<file path="src/rtl/uart_regs_pkg.sv">
// Register map, CON bit positions and sequencer states shared by the UART bus master
// and its holding-register sub-block.
package uart_regs_pkg;

    localparam logic [31:0] TXD_OFS = 32'h0000_0000;
    localparam logic [31:0] RXD_OFS = 32'h0000_0004;
    localparam logic [31:0] CON_OFS = 32'h0000_0008;

    localparam int CON0_BIT      = 0;
    localparam int CON1_BIT      = 1;
    localparam int CON2_BIT      = 2;
    localparam int CON3_BIT      = 3;
    localparam int TX_STATUS_BIT = 4;

    // CON1 enables the RX-ready flag; CON0 stays clear.
    localparam logic [31:0] CON_INIT = 32'h0000_0002;

    typedef enum logic [2:0] {
        ST_INIT  = 3'd0,
        ST_GAP   = 3'd1,
        ST_POLL  = 3'd2,
        ST_RX_RD = 3'd3,
        ST_TX_WR = 3'd4,
        ST_HOLD  = 3'd5
    } state_t;

    function automatic int cnt_width(input int a, input int b);
        int m;
        m = (a > b) ? a : b;
        return (m < 1) ? 1 : $clog2(m + 1);
    endfunction

endpackage

</file>
<file path="src/rtl/uart_byte_buf.sv">
// One-entry 8-bit holding register; a load and a clear in the same cycle leave it
// full with the new byte.
module uart_byte_buf
    import uart_regs_pkg::*;
(
    input  logic       CLK,
    input  logic       Reset,
    input  logic       load,
    input  logic [7:0] load_data,
    input  logic       clear,
    output logic       full,
    output logic [7:0] data
);

    // Entry state: load has priority over clear.
    always_ff @(posedge CLK) begin
        if (Reset) begin
            full <= 1'b0;
            data <= 8'h00;
        end else if (load) begin
            full <= 1'b1;
            data <= load_data;
        end else if (clear) begin
            full <= 1'b0;
        end else begin
            full <= full;
        end
    end

endmodule

</file>
<file path="src/rtl/uart_bus_master.sv">
// Bus initiator for the memory-mapped UART: turns a byte stream into TXD writes and
// polled RXD reads back into a byte stream.
module uart_bus_master
    import uart_regs_pkg::*;
#(
    parameter logic [31:0] BASE_ADDR = 32'h4000_0018,
    parameter int          HOLDOFF   = 4,
    parameter int          POLL_GAP  = 15
) (
    input  logic        CLK,
    input  logic        Reset,
    output logic        rd,
    output logic        wr,
    output logic [31:0] addr,
    output logic [31:0] wdata,
    input  logic [31:0] rdata,
    input  logic [7:0]  tx_data,
    input  logic        tx_valid,
    output logic        tx_ready,
    output logic [7:0]  rx_data,
    output logic        rx_valid,
    input  logic        rx_ready,
    output logic        busy
);

    localparam int CNT_W = cnt_width(HOLDOFF, POLL_GAP);
    localparam logic [31:0] TXD_ADDR = BASE_ADDR + TXD_OFS;
    localparam logic [31:0] RXD_ADDR = BASE_ADDR + RXD_OFS;
    localparam logic [31:0] CON_ADDR = BASE_ADDR + CON_OFS;
    localparam logic [CNT_W-1:0] HOLD_LOAD = CNT_W'(HOLDOFF - 1);
    localparam logic [CNT_W-1:0] GAP_LOAD  = CNT_W'(POLL_GAP - 1);
    localparam logic [CNT_W-1:0] CNT_ONE   = CNT_W'(1);
    localparam logic [CNT_W-1:0] CNT_ZERO  = CNT_W'(0);
    // With no idle gap configured, finishing an operation goes straight to the next poll.
    localparam state_t AFTER_OP = (POLL_GAP == 0) ? ST_POLL : ST_GAP;

    state_t           state_r;
    logic [CNT_W-1:0] cnt_r;
    logic             tx_full_s;
    logic [7:0]       tx_byte_s;
    logic             rx_full_s;
    logic [7:0]       rx_byte_s;
    logic             tx_load_s;
    logic             tx_clear_s;
    logic             rx_load_s;
    logic             rx_pop_s;
    logic             unused_rdata_s;

    assign tx_load_s      = tx_valid & ~tx_full_s;
    assign tx_clear_s     = (state_r == ST_TX_WR);
    assign rx_load_s      = (state_r == ST_RX_RD);
    assign rx_pop_s       = rx_full_s & rx_ready;
    assign tx_ready       = ~tx_full_s;
    assign rx_valid       = rx_full_s;
    assign rx_data        = rx_byte_s;
    assign unused_rdata_s = ^rdata[31:8];

    uart_byte_buf u_tx_buf (
        .CLK       (CLK),
        .Reset     (Reset),
        .load      (tx_load_s),
        .load_data (tx_data),
        .clear     (tx_clear_s),
        .full      (tx_full_s),
        .data      (tx_byte_s)
    );

    uart_byte_buf u_rx_buf (
        .CLK       (CLK),
        .Reset     (Reset),
        .load      (rx_load_s),
        .load_data (rdata[7:0]),
        .clear     (rx_pop_s),
        .full      (rx_full_s),
        .data      (rx_byte_s)
    );

    // Sequencer: each bus strobe is registered on entry to the state that owns it.
    always_ff @(posedge CLK) begin
        if (Reset) begin
            state_r <= ST_INIT;
            cnt_r   <= CNT_ZERO;
            rd      <= 1'b0;
            wr      <= 1'b0;
            addr    <= 32'h0000_0000;
            wdata   <= 32'h0000_0000;
            busy    <= 1'b0;
        end else begin
            rd <= 1'b0;
            wr <= 1'b0;
            case (state_r)
                ST_INIT: begin
                    // First cycle after reset is idle; the CON write fills the second.
                    if (!wr) begin
                        wr    <= 1'b1;
                        addr  <= CON_ADDR;
                        wdata <= CON_INIT;
                        busy  <= 1'b1;
                    end else begin
                        state_r <= AFTER_OP;
                        cnt_r   <= GAP_LOAD;
                        rd      <= (AFTER_OP == ST_POLL);
                        addr    <= CON_ADDR;
                        busy    <= 1'b0;
                    end
                end
                ST_GAP: begin
                    if (cnt_r == CNT_ZERO) begin
                        state_r <= ST_POLL;
                        rd      <= 1'b1;
                        addr    <= CON_ADDR;
                    end else begin
                        cnt_r <= cnt_r - CNT_ONE;
                    end
                end
                ST_POLL: begin
                    if (rdata[CON3_BIT] && !rx_full_s) begin
                        state_r <= ST_RX_RD;
                        rd      <= 1'b1;
                        addr    <= RXD_ADDR;
                        busy    <= 1'b1;
                    end else if (rdata[TX_STATUS_BIT] && tx_full_s) begin
                        state_r <= ST_TX_WR;
                        wr      <= 1'b1;
                        addr    <= TXD_ADDR;
                        wdata   <= {24'h00_0000, tx_byte_s};
                        busy    <= 1'b1;
                    end else begin
                        state_r <= AFTER_OP;
                        cnt_r   <= GAP_LOAD;
                        rd      <= (AFTER_OP == ST_POLL);
                        addr    <= CON_ADDR;
                        busy    <= 1'b0;
                    end
                end
                ST_RX_RD: begin
                    state_r <= AFTER_OP;
                    cnt_r   <= GAP_LOAD;
                    rd      <= (AFTER_OP == ST_POLL);
                    addr    <= CON_ADDR;
                    busy    <= 1'b0;
                end
                ST_TX_WR: begin
                    state_r <= ST_HOLD;
                    cnt_r   <= HOLD_LOAD;
                end
                ST_HOLD: begin
                    // TX_STATUS must have fallen before CON is polled again.
                    if (cnt_r == CNT_ZERO) begin
                        state_r <= AFTER_OP;
                        cnt_r   <= GAP_LOAD;
                        rd      <= (AFTER_OP == ST_POLL);
                        addr    <= CON_ADDR;
                        busy    <= 1'b0;
                    end else begin
                        cnt_r <= cnt_r - CNT_ONE;
                    end
                end
                default: begin
                    state_r <= ST_INIT;
                    busy    <= 1'b1;
                end
            endcase
        end
    end

endmodule

</file>
<file path="config.mk">
export PLATFORM = sky130hd
export DESIGN_NAME = uart_bus_master
export DESIGN_NICKNAME = d
export VERILOG_FILES = /design/src/rtl/uart_regs_pkg.sv /design/src/rtl/uart_byte_buf.sv /design/src/rtl/uart_bus_master.sv
export SDC_FILE = /design/constraint.sdc
export NUM_CORES = 1
export LEC_CHECK = 0
export BUFFER_PORTS_ARGS = -buffer_cell sky130_fd_sc_hd__buf_4
export CAP_MARGIN = 20
export CORE_AREA = 4 4 78 80
export DETAILED_ROUTE_END_ITERATION = 10
export DIE_AREA = 0 0 82 84
export HOLD_SLACK_MARGIN = 0.03
export MAX_ROUTING_LAYER = met4
export PLACE_DENSITY = 0.79
export SYNTH_ARGS = -nofsm -noshare
export SYNTH_HDL_FRONTEND = slang
export SYNTH_SLANG_ARGS = --single-unit
</file>
<file path="constraint.sdc">
create_clock -name CLK -period 1.6 [get_ports CLK]
set_input_delay 0.32 -clock CLK [delete_from_list [all_inputs] [get_ports CLK]]
set_output_delay 0.32 -clock CLK [all_outputs]
set_load 0.01 [all_outputs]
</file>
# Yosys cells after proc, flatten, opt, wreduce, memory -nomap -nowiden
# Index checks and enable logic that the tools add are counted.
[totals]
regBits = 92
elab_cells = 82
[op_classes]
addsub = 1
n_reduce_logical = 18
mux = 34
bitwise_logic = 4
n_eq_ne = 14
[op_table]
columns = ["operator", "count"]
rows = [
  ["two-way mux 32 bit", 4],
  ["case mux 32 bit (3 select lines)", 1],
  ["case mux 32 bit (2 select lines)", 1],
  ["case mux 4 bit (6 select lines)", 1],
  ["two-way mux 4 bit", 5],
  ["case mux 3 bit (6 select lines)", 1],
  ["inequality test 2 bit (second input constant)", 8],
  ["two-way mux 3 bit", 5],
  ["two-way mux 6 bit", 2],
  ["two-way mux 1 bit", 11],
  ["equality test 3 x 2 -> 1 bit (second input constant)", 2],
  ["equality test 3 bit (second input constant)", 2],
  ["nonzero test 2 bit", 3],
  ["nonzero test 6 bit", 1],
  ["OR reduction 2 bit", 3],
  ["case mux 1 bit (5 select lines)", 1],
  ["AND reduction 5 bit", 1],
  ["zero test 4 bit", 1],
  ["case mux 1 bit (2 select lines)", 2],
  ["AND reduction 2 bit", 2],
  ["AND reduction 4 bit", 1],
  ["subtractor 4 x 1 -> 4 bit (second input constant)", 1],
  ["equality test 3 x 1 -> 1 bit (second input constant)", 1],
  ["zero test 3 bit", 1],
  ["7 further kinds", 10],
]

# Logic depth before layout (Yosys ltp)
# Gate-level depths: netlist of the first run.
[depth]
word_depth = 4
ltp_mapped = 6
depth_no_buf = 6

# Modules after synthesis
# Synthesis of the first run repeated with hierarchy kept, for this count alone.
[unflattened]
cells_unflattened = 245
hier_area_um2 = 2147.1
[by_module_without_submodules]
columns = ["module", "seq_area_each_um2", "n_inst", "area_per_inst_um2", "cells_each"]
rows = [
  ["uart_bus_master", 440.4, 1, 1503.9, 185],
  ["uart_byte_buf", 180.2, 2, 321.6, 30],
]

# Least setup slack after synthesis of the first run
# OpenSTA, ideal clock, no wires.
[synth_timing]
path_type = "reg-to-reg"
startpoint = "register cnt_r[0]"
endpoint = "register cnt_r[0]"
n_path_buf = 0
stages_incl_launch_ff = 7
slack_ns = -0.155
arrival_time_ns = 1.632
synth_period_minus_slack_ns = 1.755
setup_ns = 0.123
required_time_ns = 1.477
cell_sequence = "dfxtp_1 > inv_1 > ha_1 > or3b_1 > o31a_1 > nand3_2 > mux2_1"
[synth_between]
elab_chain_cells = 3
[synth_lines]
columns = ["item", "line", "source"]
rows = [
  ["from (decl)", "uart_bus_master.sv:38", "logic [CNT_W-1:0] cnt_r;"],
  ["from (signal assigned)", "uart_bus_master.sv:113", "cnt_r <= cnt_r - CNT_ONE;"],
  ["from (signal assigned)", "uart_bus_master.sv:156", "cnt_r <= cnt_r - CNT_ONE;"],
  ["subtractor 4 x 1 -> 4 bit or zero test 4 bit (tied branches)", "--", ""],
  ["two-way mux 4 bit (tied with other cells)", "uart_bus_master.sv:149", "if (cnt_r == CNT_ZERO) begin"],
  ["case mux 4 bit (6 select lines) or AND reduction 5 bit (tied branches)", "--", ""],
]
# Parallel ways exist; a longest one is shown, timed or not. The select of a mux whose other input is x is not followed.
# A chain may end at the register's enable or synchronous reset.

# Final worst setup path of the first run
[layout_timing]
startpoint = "register cnt_r[1]"
endpoint = "register cnt_r[1]"
# The elaborated chain is that of the path after synthesis.

==> results of run 1 <==
-- cell families after synthesis --
family	after synthesis	share of synthesized area, %
multiplexers	12	5.79
adder cells (fa/ha/maj)	1	0.590
other	1	0.177
AND/OR/NAND/NOR	91	21.6
AO/OA/AOI/OAI	41	12.5
flip-flops	40	37.8
buffers and inverters	67	21.6
-- worst paths after layout --
kind,from,to,slack (ps),cells after the start
max reg2reg,cnt_r[1],cnt_r[1],-110,6
min,tx_data[4],u_tx_buf.data[4],280,3
min reg2reg,u_tx_buf.data[3],u_tx_buf.data[3],460,2
max,cnt_r[1],cnt_r[1],-110,6
-- area by class of cell --
| class | instances | area share (%) |
|---|---|---|
| clock buffer | 5 | 2.61 |
| sequential | 40 | 30.5 |
| multi-input combinational | 196 | 41.3 |
| tap | 72 | 3.42 |
| inverter | 5 | 0.712 |
| timing repair buffer | 68 | 19.8 |
| clock inverter | 3 | 1.61 |
-- worst min-delay path, delay by kind of cell --
| kind | cells | cell delay [ps] |
|---|---|---|
| buffers and inverters | 1 | 110 |
| AO/OA/AOI/OAI | 1 | 50 |
| AND/OR/NAND/NOR | 1 | 50 |
-- metal layers --
metal  wire length, µm  track usage (%)  vias to the layer above
met2              2120             21.2                       64
met4                56             4.08                        0
li1                  -                -                      867
met1              1810             14.9                      799
met5                 0                -                        -
met3               320             2.70                        6
-- layout by cell type (no fill, tap or decap), drive strengths merged, types with 2 or more instances in the layout --
cell type  instances
a21oi             21
nor3b              3
buf               68
nor3               4
nand2b            14
nor2              12
a31oi              2
dfxtp             40
inv                5
a2111oi            2
o31ai              3
clkbuf             5
mux2               2
nand2             36
o21ai              4
conb              51
a22oi              2
nor2b              6
mux2i             10
or3b               3
nand3              8
-- registers in the layout, summed over array words and instances, names as in the netlist --
signal,count
state_r,3
u_rx_buf.full,1
rd,1
u_tx_buf.full,1
u_rx_buf.data,8
wdata,8
cnt_r,4
u_tx_buf.data,8
wr,1
busy,1
addr,4
-- power groups by stage --
stage	registers, µW	clock network, µW	logic [µW]
after CTS	1240	822	1510
after global placement	1250	0	1380
after global routing	1260	862	1680
after floorplan	1260	0	931
final	1240	801	1520
after detailed placement	1260	0	1400
-- metrics by stage --
stage | power, µW | hold WS [ps] | cells | util (%) | setup slack, ps
after floorplan | 2190 | 437 | 303 | - | -56.4
after global placement | 2630 | 442 | 378 | 45.9 | -114
after detailed placement | 2660 | 449 | 378 | 45.9 | -114
after CTS | 3570 | 268 | 388 | 48.5 | -114
after global routing | 3800 | 262 | 389 | 48.8 | -161
final | 3560 | 277 | 389 | 48.8 | -109
-- what timing repair did --
action / in CTS / in global routing
buffers inserted: 2 / 1
setup endpoints to repair: 4 / 11
hold endpoints to repair: 0 / 0
hold buffers: 0 / 0
gates resized for setup: 3 / 3
pin swaps: 1 / 0
-- cells in the mapped netlist (2+ instances only) --
| library cell | instances |
|---|---|
| nand3_1 | 6 |
| nor2_1 | 11 |
| dfxtp_1 | 40 |
| nand3_2 | 2 |
| a22oi_1 | 2 |
| a21oi_1 | 21 |
| mux2i_1 | 10 |
| nor3_1 | 4 |
| buf_2 | 3 |
| or3b_1 | 3 |
| nor3b_1 | 3 |
| mux2_1 | 2 |
| clkbuf_1 | 6 |
| nand2b_1 | 14 |
| buf_4 | 52 |
| o31ai_1 | 3 |
| a31oi_1 | 2 |
| inv_1 | 5 |
| nand2_1 | 36 |
| nor2b_1 | 6 |
| o21ai_0 | 3 |
==> qor.txt, run 1 <==
Avg Inst Size Synth = 8.38 µm²
Sequential share of power = 34.7%
FP Rows = 27
Drt total wl = 4310 µm
Psw = 1150 µW
Seq cells post-synth = 40
Cell area power density = 1350 nW/µm²
CTS Buf Count = 5
P_int = 2410 µW
Fmax = 585 MHz
CP Cell Sequence = inv_2 -> ha_4 -> or3b_4 -> o31a_1 -> nand3_2 -> mux2_4
Final nets = 361
DR pass1 iterations = 4
Core Footprint = 5410 µm²
Detail Route Antenna Nets = 0
Synth cell types = 40
I/O Pins = 121
Layout area overhead = 24.4%
Status = complete, but fails checks
Crit-path leading delay family = simple AND/OR/NAND/NOR gates
CP max FO = 3
Reg area = 805 µm²
Share of the synthesized area in the top cell type = 37.8%
Placed Area = 2480 µm²
Synth Cell Area = 2120 µm²
Slowest CP cell = or3b_4
Max Cap Viol = 0
Worst path max stage delay = 370 ps
LEAKAGE = 0.00120 µW
Crit start category = flop
Vias/cell = 4.46
Layout cells sized above 1 = 29.0%
Initial core utilization = 39.2%
Final setup violation count = 4
Hold Path Class = in -> reg
Die area = 6890 µm²
Post-synth top area cell = dfxtp_1
Post-route setup TNS = -246 ps
Post-route cell area = 2640 µm²
DRT iter0 DRCs = 78
CTS Buffer Depth = 2
Worst-path clk slew = 80 ps
Critical path class = reg -> reg
Worst path bufs/invs = 1
Setup ws final = -109 ps
Total number of vias = 1736
Total clock sinks = 40
DRC Markers = 0
ANT cells = 0
Combinational Power Share = 42.8%
Grt total ovfl = 0
Post-synth ARST share = 0%
VDD IR-drop max = 0.000802 V
H-Tree Depth = 2
I/O Buffers = 45
Wire per inst = 11.1 µm
Period minus WS final = 1710 ps
Clk pwr share = 22.5%
Period utilization = 107%
Sw Ratio = 32.2%
Die Y = 84 µm
Sequential area share after synthesis = 37.8%
Final hold vios = 0
Synth Instances = 253
Relative slew slack = 63.8%
Synth warn = 0
Number of global-route vias before repair = 1589
Final Max Tran Viols = 0
RSZ-0062 raised after global routing = true
Layout Skew = 3.41 ps
# fillers = 535
CTS tree = done
Die W = 82 µm
Dominant synthesized flop cell = dfxtp_1
Total track usage = 12.7%
GPL Wtd Cong = 0.883
Top post-synthesis cells by area = dfxtp_1, buf_4, nand2_1, a21oi_1, mux2i_1
Setup crit end kind = flop
Pin count of the biggest net entering global routing = 35
First-pass GRT wire length = 6840 µm
Worst-Margin Slew = 542 ps
Root Driver = clkbuf_8
Failing checks = setup timing
Number of flops mapped to enable cells by yosys = 0
Multi-input gate area = 1090 µm²
Clk Latency, worst-skew pair = 290 ps
Worst Path Arrival = 1890 ps
Initial antenna violation count = 0
Dpl hpwl = 3360 µm
Required @ worst endpoint = 1780 ps
Power figures use the tool's default switching activity.
==> inputs of run 2 (changes only) <==
--- a/config.mk
+++ b/config.mk
@@ -5,14 +5,15 @@
 export SDC_FILE = /design/constraint.sdc
 export NUM_CORES = 1
 export LEC_CHECK = 0
+export ABC_AREA = 1
 export BUFFER_PORTS_ARGS = -buffer_cell sky130_fd_sc_hd__buf_4
 export CAP_MARGIN = 20
-export CORE_AREA = 4 4 78 80
+export CORE_AREA = 4 4 97 99
 export DETAILED_ROUTE_END_ITERATION = 10
-export DIE_AREA = 0 0 82 84
+export DIE_AREA = 0 0 101 103
 export HOLD_SLACK_MARGIN = 0.03
 export MAX_ROUTING_LAYER = met4
-export PLACE_DENSITY = 0.79
+export PLACE_DENSITY = 0.53
 export SYNTH_ARGS = -nofsm -noshare
 export SYNTH_HDL_FRONTEND = slang
 export SYNTH_SLANG_ARGS = --single-unit
==> constraint.sdc (replaced) <==
create_clock -name CLK -period 2.2 [get_ports CLK]
set_input_delay 0.44 -clock CLK [delete_from_list [all_inputs] [get_ports CLK]]
set_output_delay 0.44 -clock CLK [all_outputs]
set_load 0.01 [all_outputs]
==> run 2 against run 1 <==
  * The run now ends clean
  * Power down 23%
  * Maximum frequency up 22%
  * Global-route usage down 3.8 points
  * Flip-flop and latch count unchanged
  * Worst setup slack better by 910 ps
  * Non-clock buffer count down 22
  * Clock skew about the same
  * Sequential share of layout area up 2.2 points
  * Routed wire length up 4.0%
  * Clock power down 25%
  * Utilization down 20 points
  * First-iteration DRC count up 5.1%
  * Critical path type unchanged
  * Critical endpoint is now state_r[0]
  * Largest cell class unchanged
  * Highest routed layer unchanged
==> qor.txt, run 2 <==
Reg2Reg Setup Slack = 800 ps
Pin count of the biggest net entering global routing = 25
Sequential share of power = 37.4%
Hold Path Class = in -> reg
WHS Endpoint = u_rx_buf.data[7]
Dpl hpwl = 3450 µm
Wire per inst = 10.1 µm
FP Rows = 34
Status = finished, final reports clean
Grt total ovfl = 0
Dominant synthesized flop cell = dfxtp_1
Synth cell types = 24
Reg-to-reg critical path endpoint = state_r[0]
DP Worst Slack = 789 ps
Core Footprint = 8550 µm²
LEAKAGE = 0.00123 µW
Setup crit end kind = flop
CTS Buffer Depth = 2
Layout cells sized above 1 = 20.4%
Initial antenna violation count = 0
Fmax = 716 MHz
Seq cells post-synth = 40
Period utilization = 63.5%
Number of flops mapped to enable cells by yosys = 0
Detail Route Antenna Nets = 0
Synth Cell Area = 2090 µm²
Final setup violation count = 0
Critical path class = reg -> reg
Tot Pwr = 2740 µW
CTS Buf Count = 5
Clk Latency, worst-skew pair = 290 ps
CTS tree = done
Cell area power density = 1120 nW/µm²
Combinational Power Share = 40.7%
Required @ worst endpoint = 2390 ps
Levels on crit path = 7
Most frequent cells in the layout = nor2_1, conb_1, nand2_1
Commonest cells in the netlist = nor2_1, buf_4, nand2_1
Post-CTS Resized = 0
Setup ws final = 804 ps
Worst path max stage delay = 470 ps
Hold Startpoint = rdata[7]
P_int = 1670 µW
First-pass GRT wire length = 7000 µm
Post-route cell area = 2450 µm²
Worst path bufs/invs = 2
Vias/cell = 3.82
Max Cap Viol = 0
H-Tree Depth = 2
RSZ-0062 raised after global routing = false
Share of the synthesized area in the top cell type = 38.4%
Avg Inst Size Synth = 7.17 µm²
Hold-fix buffers, CTS = 0
CP Cell Sequence = inv_1 -> nand2_1 -> nor2_4 -> inv_2 -> nand3_1 -> a21boi_0 -> nor2_1
Total clock sinks = 40
Final nets = 382
Final hold vios = 0
Post-synth top area cell = dfxtp_1
Worst Reg-to-Reg Cells = 7
Reg2reg start = state_r[2]
CP max FO = 10
Die area = 10400 µm²
Psw = 1070 µW
Synth Instances = 291
Die W = 101 µm
VDD IR-drop max = 0.000323 V
DRT iter0 DRCs = 82
Post-synth ARST share = 0%
Synth warn = 0
Largest regs = u_rx_buf.data: 8 flops, u_tx_buf.data: 8 flops, wdata: 8 flops
Post-route setup TNS = 0 ps
Worst-path clk slew = 80 ps
Crit start category = flop
Hold depth = 3
Sequential area share after synthesis = 38.4%
DRC Markers = 0
Layout Skew = 3.42 ps
I/O Pins = 121
Most instantiated library cell after synthesis = nor2_1
Placed Area = 2340 µm²
Top post-synthesis cells by area = dfxtp_1, buf_4, nor2_1, nand2_1, o21ai_0
Most common cell after layout, fill and taps aside = nor2_1
Die Y = 103 µm
Crit-path leading delay family = flip-flops
Total track usage = 8.85%
Drt total wl = 4490 µm
I/O Buffers = 45
Slowest CP cell = dfxtp_1
Number of global-route vias before repair = 1480
Worst Path Arrival = 1580 ps
Initial core utilization = 24.4%
Root Driver = clkbuf_8
ANT cells = 0
DR pass1 iterations = 4
GPL Wtd Cong = 0.817
Total number of vias = 1705
Clk pwr share = 21.9%
Period minus WS final = 1400 ps
Final Max Tran Viols = 0
Post-CTS setup buffer count = 0
Layout area overhead = 17.3%
Sw Ratio = 38.9%
run 2: cell count changes after synthesis, sizes merged, moves of 10 or more:
| cell | previous run | this run |
|---|---|---|
| inv | 5 | 20 |
| nand2 | 36 | 54 |
| mux2i | 10 | 0 |
| nor2 | 12 | 70 |
| a21oi | 21 | 9 |
| o21ai | 4 | 27 |
| nand2b | 14 | 0 |
run 2: power groups by stage:
stage	clock (µW)	sequential (µW)	combinational [µW]
4_1_cts	627	1030	1130
6_report	599	1020	1120
3_3_place_gp	0	1040	1120
3_5_place_dp	0	1040	1120
5_1_grt	659	1050	1290
2_1_floorplan	0	1060	849
run 2: metal layers:
metal / global-route usage [%] / vias to the layer above / part of all wire [%]
met2: 13.3 / 69 / 43
li1: - / 891 / -
met1: 11.2 / 740 / 48
met3: 2.64 / 5 / 7.9
met5: - / - / 0
met4: 3.37 / 0 / 1.2
run 2: metrics by stage:
step / utilization [%] / std cells / hold WS (ps)
after global placement: 27.3 / 438 / 443
after floorplan: - / 341 / 454
after detailed placement: 27.3 / 438 / 446
after CTS: 28.6 / 446 / 357
final: 28.6 / 446 / 366
after global routing: 28.6 / 446 / 356
run 2: worst max path at each step:
stage / start / to / slack (ps)
finish: state_r[2] / state_r[0] / 800
floorplan: state_r[0] / wdata[2] / 930
detailed placement: state_r[2] / state_r[0] / 790
global placement: rdata[4] / wdata[0] / 820
CTS: state_r[2] / state_r[0] / 770
global route: state_r[2] / state_r[0] / 590
run 2: worst min-delay path: stages:
cell and delay, ps:
buf_4 80, nor2_1 30, nor2_1 80
run 2: final cells by class:
class / instances / area (µm²)
clock inverters: 3 / 42.5
inverters: 20 / 75.1
multi-input cells: 224 / 981
fillers: 940 / 6100
clock buffers: 5 / 68.8
repair buffers: 46 / 345
flip-flops and latches: 40 / 801
well taps: 108 / 135
run 2: cells by family after synthesis:
group / synth area share, %
AOI/OAI and AO/OA: 9.35
xor gates and xnor gates: 0.420
other: 0.180
buffers and inverters: 23.6
adders and majority gates: 0.599
DFF: 38.4
and+or+nand+nor: 27.5
